===== src/rtl/tdm_noc_slot_table_conf_rx.sv =====
// Router-local receiver of the slot-table configuration network.
// Packets addressed to this router become single-entry writes on the
// lut_conf_* bus; packets for other routers pass through a one-flit
// output register towards the next hop.
module tdm_noc_slot_table_conf_rx #(
    parameter int PORTS     = 5,
    parameter int LUT_SIZE  = 16,
    parameter int ROUTER_ID = 0,
    parameter int ID_W      = 4,
    parameter int CTRL_W    = 16,
    localparam int DATA_W   = $clog2(PORTS + 1),
    localparam int SEL_W    = $clog2(PORTS),
    localparam int SLOT_W   = $clog2(LUT_SIZE)
) (
    input  logic              clk,
    input  logic              rst,
    input  logic [CTRL_W-1:0] in_flit,
    input  logic              in_valid,
    output logic              in_ready,
    output logic [CTRL_W-1:0] out_flit,
    output logic              out_valid,
    input  logic              out_ready,
    output logic [DATA_W-1:0] lut_conf_data,
    output logic [SEL_W-1:0]  lut_conf_sel,
    output logic [SLOT_W-1:0] lut_conf_slot,
    output logic              lut_conf_valid,
    output logic              conf_done,
    output logic              proto_err
);

    localparam logic [ID_W-1:0] MY_ID = ID_W'(ROUTER_ID);

    typedef enum logic [1:0] {IDLE, LOCAL, FWD} state_t;

    state_t          state;
    logic [7:0]      rem;

    logic            is_hdr;
    logic [ID_W-1:0] dest;
    logic [7:0]      hdr_n;
    logic            hdr_local;
    logic            out_free;
    logic            accept;

    assign is_hdr    = in_flit[CTRL_W-1];
    assign dest      = in_flit[CTRL_W-2 -: ID_W];
    assign hdr_n     = in_flit[7:0];
    assign hdr_local = (dest == MY_ID);
    assign out_free  = !out_valid || out_ready;
    assign in_ready  = (state == LOCAL) ? 1'b1 : out_free;
    assign accept    = in_valid && in_ready;

    // Packet decode, local write generation and forwarding output register.
    // A stray header arriving in LOCAL is decoded like any header; if it is
    // for another router while the output register is still stalled it
    // cannot be forwarded and is lost along with the broken packet.
    always_ff @(posedge clk) begin
        if (rst) begin
            state          <= IDLE;
            rem            <= 8'd0;
            out_valid      <= 1'b0;
            out_flit       <= '0;
            lut_conf_valid <= 1'b0;
            lut_conf_data  <= '0;
            lut_conf_sel   <= '0;
            lut_conf_slot  <= '0;
            conf_done      <= 1'b0;
            proto_err      <= 1'b0;
        end else begin
            lut_conf_valid <= 1'b0;
            conf_done      <= 1'b0;
            proto_err      <= 1'b0;
            if (out_valid && out_ready) begin
                out_valid <= 1'b0;
            end
            if (accept) begin
                if (is_hdr) begin
                    if (state != IDLE) begin
                        proto_err <= 1'b1;
                    end
                    rem <= hdr_n;
                    if (hdr_local) begin
                        if (hdr_n == 8'd0) begin
                            conf_done <= 1'b1;
                            state     <= IDLE;
                        end else begin
                            state <= LOCAL;
                        end
                    end else begin
                        if (out_free) begin
                            out_valid <= 1'b1;
                            out_flit  <= in_flit;
                        end
                        state <= (hdr_n == 8'd0) ? IDLE : FWD;
                    end
                end else begin
                    case (state)
                        LOCAL: begin
                            lut_conf_valid <= 1'b1;
                            lut_conf_slot  <= in_flit[SLOT_W-1:0];
                            lut_conf_sel   <= in_flit[SLOT_W +: SEL_W];
                            lut_conf_data  <= in_flit[SLOT_W+SEL_W +: DATA_W];
                            rem            <= rem - 8'd1;
                            if (rem == 8'd1) begin
                                conf_done <= 1'b1;
                                state     <= IDLE;
                            end
                        end
                        FWD: begin
                            out_valid <= 1'b1;
                            out_flit  <= in_flit;
                            rem       <= rem - 8'd1;
                            if (rem == 8'd1) begin
                                state <= IDLE;
                            end
                        end
                        default: begin
                            proto_err <= 1'b1;
                        end
                    endcase
                end
            end
        end
    end

endmodule


===== config.mk =====
export PLATFORM = sky130hd
export DESIGN_NAME = tdm_noc_slot_table_conf_rx
export DESIGN_NICKNAME = d
export VERILOG_FILES = /design/src/rtl/tdm_noc_slot_table_conf_rx.sv
export SDC_FILE = /design/constraint.sdc
export NUM_CORES = 1
export LEC_CHECK = 0
export ABC_AREA = 1
export CORE_MARGIN = 2
export CORE_UTILIZATION = 52
export CTS_BUF_LIST = sky130_fd_sc_hd__clkbuf_16
export DETAILED_ROUTE_END_ITERATION = 10
export PLACE_DENSITY = 0.91
export SETUP_SLACK_MARGIN = 0.5
export SLEW_MARGIN = 20
export SYNTH_ARGS = -nofsm -noshare
export SYNTH_HDL_FRONTEND = slang
export SYNTH_SLANG_ARGS = --single-unit

===== constraint.sdc =====
create_clock -name clk -period 3.17 [get_ports clk]
set_input_delay 0.4755 -clock clk [delete_from_list [all_inputs] [get_ports clk]]
set_output_delay 0.4755 -clock clk [all_outputs]
set_load 0.005 [all_outputs]

Yosys cells after proc, flatten, opt, wreduce, memory -nomap -nowiden
Cells that the tools add are included.

cells by class
  add/sub/neg operators = 1
  equal/unequal tests = 5
  muxes and demuxes = 28
  bitwise logic cells = 2
  reduce and logical (&&, ||, !) cells = 17

operator list
  operator               count
  $mux W16               4
  $mux W1                17
  $mux W8                2
  $mux W2                5
  $eq A8 B1 Y1 const B   1
  $logic_not A8 Y1       1
  $reduce_bool A2 Y1     4
  $sub A8 B1 Y8 const B  1
  $reduce_and A3 Y1      2
  $logic_not A4 Y1       1
  $reduce_and A4 Y1      1
  $reduce_or A2 Y1       2
  $reduce_or A3 Y1       1
  $eq A2 B1 Y1 const B   1
  $eq A2 B2 Y1 const B   1
  $logic_and A1 B1 Y1    2
  $ne A2 B1 Y1 const B   1
  $ne A2 B2 Y1 const B   1
  $not A1 Y1             2
  $reduce_and A2 Y1      1
  $logic_not A1 Y1       1
  $logic_or A1 B1 Y1     1

word-level totals
  register bits = 40
  output and inout port bits = 31
  word-level logic and storage cells = 63

Depth between registers and ports, before layout
  depth in word-level cells = 6
  mapped depth = 12
  gate-level depth less buffers = 11

Least setup slack after synthesis
No wires, ideal clock.

  path kind = input to register
  from = input port in_flit[15]
  to = register out_flit[0]
  library setup time = 113 ps
  arrival time = 1,238 ps
  data required time = 3,057 ps
  slack = 1,819 ps
  cell stages on the path = 7
  cell sequence = buf_6 > or2_1 > nand2_2 > nor2_4 > buf_4 > nor2_1 > nor2_1

on the way
  word-level cells in the longest chain between the ends = 2
  elaborated cells between the ends (all ways) = 5
  classes of those cells = eq/ne: 2; mux: 1; reduce/logical: 2

ends and longest elaborated chain
  element                                               line  text
  start: declaration                                    17    input logic [CTRL_W-1:0] in_flit,
  $ne A2 B1 Y1 (no line), or another cell as far along  --
  $reduce_and A4 Y1 (no line)                           --
  end signal: assignment                                92    out_flit <= in_flit;
  end signal: assignment                                111   out_flit <= in_flit;
  end: declaration                                      20    output logic [CTRL_W-1:0] out_flit,

Several ways; a longest one is shown, not always the timed one.
A chain may end at the register's enable or synchronous reset.

Worst setup path after layout
  from = input port out_ready
  to = output port in_ready

on the way
  word-level cells in the longest chain between the ends = 2

ends and longest elaborated chain
  element             line  text
  start: declaration  22    input logic out_ready,
  $logic_or A1 B1 Y1  49    assign out_free = !out_valid || out_ready;
  $mux W1             50    assign in_ready = (state == LOCAL) ? 1'b1 : out_free;
  end: declaration    19    output logic in_ready,

No other way between the ends.

==> run_results.csv <==
group,metric,value,unit
run_status,status,"finished, final reports clean",
critical_path,cp.required,2690,ps
clock_tree,clkLatencyLatePin,290,ps
synth,yosys-top-cells-count,"68 x nand2_1, 56 x nor2_1, 40 x dfxtp_1",
critical_path,crit_start,"out_ready",
synth,synth_most_common_cell,"nand2_1",
hold_path,hold_path.class,"flip-flop to flip-flop",
clock_tree,cts_tree,"done",
critical_path,crit_cells,4,
critical_path,r2r-end,"out_flit[4]",
clock_tree,postCtsSetupBuffers,0,
drt,drc_errors,0,
grt,grt.overflow.total,0,
grt,grt_max_degree,32,
synth,ys_types,22,
placement,port_buffers,50,
finish,fin_cells,384,
sta,setup-tns-final,0,ps
sta,setup_viol,0,
floorplan,initial_utilization,0.535,
critical_path,reg2reg_depth,11,
critical_path,r2r_start,"state[1]",
floorplan,die_w,64.9,um
placement,preCtsSetupSlack,876,ps
clock_tree,clkSinkCount,40,
critical_path,worstPathMaxFanout,3,
critical_path,cpMostUsedCell,"clkdlybuf4s50_1",
clock_tree,numCtsBuffers,5,
critical_path,crit_path_end_kind,"output pin",
critical_path,cp_slowest_cell,"clkdlybuf4s50_1",
synth,synth-async-reset-ratio,0,
clock_tree,clk_path_buf_depth,2,
power,power_leakage,1.12,nW
grt,antenna_found_initial,0,
finish,nets,360,
floorplan,dieArea,4210,um2
synth,synth_largest_area_cell,"dfxtp_1",
sta,hold_viol,0,
finish,utilization,0.721,
sta,min_period,2100,ps
synth,syn_avg_cell_area,6.72,um2
synth,netlist_instances,287,
critical_path,critical_path.cell_chain,"clkdlybuf4s50_1 > nor2_2 > nand2_2 > clkdlybuf4s50_1",
critical_path,endpoint,"in_ready",
drt,route.vias.total,1921,
synth,ys.flop_type,"dfxtp_1",
floorplan,io_pins,51,
critical_path,crit_family,"buffers and inverters",
synth,yosysSeqAreaShare,0.415,
floorplan,coreArea,3610,um2
critical_path,critPathArrivalTime,1630,ps
critical_path,crit_buf_inv,2,
grt,track_usage,0.247,
clock_tree,cts_hold_buf,0,
drt,drt_first_pass_iters,4,
drt,ant_nets,0,
sta,fin_ws,1070,ps
finish,layout-drive-gt1-share,0.0595,
critical_path,path_class,"primary input to output pin",
finish,area_growth,34.8,%
grt,grt_pass1_vias,1805,
drt,wire_per_inst,12.2,um
clock_tree,cts_htree_levels,2,
critical_path,crit_path_max_incr_delay,460,ps
clock_tree,root_buffer,"clkbuf_16",
placement,hpwl,3.40,mm
synth,yosysWarnings,0,
synth,synth-seq-cells,40,
job,maxCapViolations,0,
clock_tree,clk_pin_slew,60,ps
grt,grt_first_pass_wirelength,7.93,mm
power,vdd_drop_max,433,uV
synth,syn_nets,312,
clock_tree,cts_resized,0,
sta,worstMarginPinSlew,657,ps
floorplan,die_h,64.9,um
synth,yosysTopAreaCellShare,0.415,
sta,slew_viol_final,0,
sta,fin_skew,5.27,ps
power,p_per_area,532,nW/um2
synth,synthTopCellsByArea,"dfxtp_1 42%, nand2_1 13%, nor2_1 11%",
floorplan,core.rowCount,22,
critical_path,start_kind,"primary input",
sta,fin_crit_sh,0.664,
critical_path,r2r_slack,1310,ps
finish,antennaDiodeCount,0,
placement,dp_cells,376,
placement,routabilityCongestion,0.843,
sta,relSlewSlack,0.562,
synth,synth_edf_count,0,
finish,num-fill-cells,280,
drt,viasPerCell,5.00,
sta,max_freq,475,MHz
drt,totalWireLength,4.69,mm
drt,drt-initial-drc-count,104,
sta,grt_setup_unrepaired,"no",
synth,netlist_area,1930,um2
[logic make-up after synthesis]
group | synth area share
flip-flops | 0.415
AND/OR/NAND/NOR | 0.331
AO/OA/AOI/OAI | 0.110
adder cells (fa/ha/maj) | 0.0324
buffers and inverters | 0.112
[per-stage QoR]
step	power (W)	hold WS, ps	area [um2]
6_report	0.00138	462	2600
5_1_grt	0.00146	480	2600
4_1_cts	0.00139	461	2600
3_5_place_dp	0.000822	452	2430
3_3_place_gp	0.000816	449	2430
2_1_floorplan	0.000723	453	1930
[worst min path at each step]
| stage | start | end | slack (ps) | cells past startpoint |
|---|---|---|---|---|
| floorplan | rem[7] | rem[7] | 450 | 2 |
| global placement | lut_conf_data[0] | lut_conf_data[0] | 450 | 2 |
| detailed placement | lut_conf_slot[3] | lut_conf_slot[3] | 450 | 2 |
| CTS | lut_conf_slot[3] | lut_conf_slot[3] | 460 | 2 |
| global route | lut_conf_slot[3] | lut_conf_slot[3] | 480 | 2 |
| finish | lut_conf_slot[0] | lut_conf_slot[0] | 460 | 2 |
[worst register-to-register path: stages (launching register included)]
cell	delay [ps]
dfxtp_1	310
inv_1	90
ha_1	160
inv_1	60
nand2_2	100
nand2_1	80
inv_2	80
nand2_2	60
nor2_4	490
nand2_1	160
nand2_1	100
nor2_1	50
[per-layer routing]
metal	GRT usage	wire length (um)	vias up
met5	0	0	-
met4	0.0931	81	0
met3	0.0642	289	9
met2	0.432	2280	63
met1	0.287	2040	860
li1	-	-	989
[sequential cells by signal, summed over array words and instances, names as in the netlist]
signal          flops
conf_done           1
lut_conf_data       3
lut_conf_sel        3
lut_conf_slot       4
lut_conf_valid      1
out_flit           16
out_valid           1
proto_err           1
rem                 8
state               2
[placed cells by master, fill, tap and decap left out]
| cell type | netlist | layout |
|---|---|---|
| bufinv_16 | 0 | 1 |
| ha_1 | 5 | 5 |
| or2_1 | 1 | 1 |
| o21ai_2 | 1 | 1 |
| nand3_1 | 19 | 19 |
| o211ai_1 | 1 | 1 |
| dfxtp_1 | 40 | 40 |
| nor2_1 | 56 | 56 |
| nor2_4 | 1 | 1 |
| nand2_1 | 68 | 68 |
| clkinvlp_4 | 0 | 1 |
| o21ai_0 | 13 | 13 |
| nor2_2 | 2 | 2 |
| clkinv_2 | 0 | 1 |
| a21oi_1 | 26 | 26 |
| nand4_1 | 4 | 4 |
| clkdlybuf4s50_1 | 0 | 50 |
| nand3_2 | 1 | 1 |
| inv_1 | 33 | 33 |
| clkbuf_16 | 0 | 5 |
| inv_2 | 1 | 1 |
| buf_4 | 1 | 4 |
| nand2_2 | 2 | 2 |
[power by group]
part | internal [W] | switching, W
Combinational | 0.000118 | 0.000136
Clock | 0.000369 | 0.000201
Sequential | 0.000537 | 0.0000216
[final cells by class]
type	count	area, um2	share of cell area
clock buffer	5	125	0.0481
clock inverter	3	42.5	0.0164
inverter	34	128	0.0491
multi-input combinational	200	912	0.351
sequential	40	801	0.308
tap	48	60.1	0.0231
timing repair buffer	54	531	0.204
No activity file was read; power rests on OpenSTA's default activity.
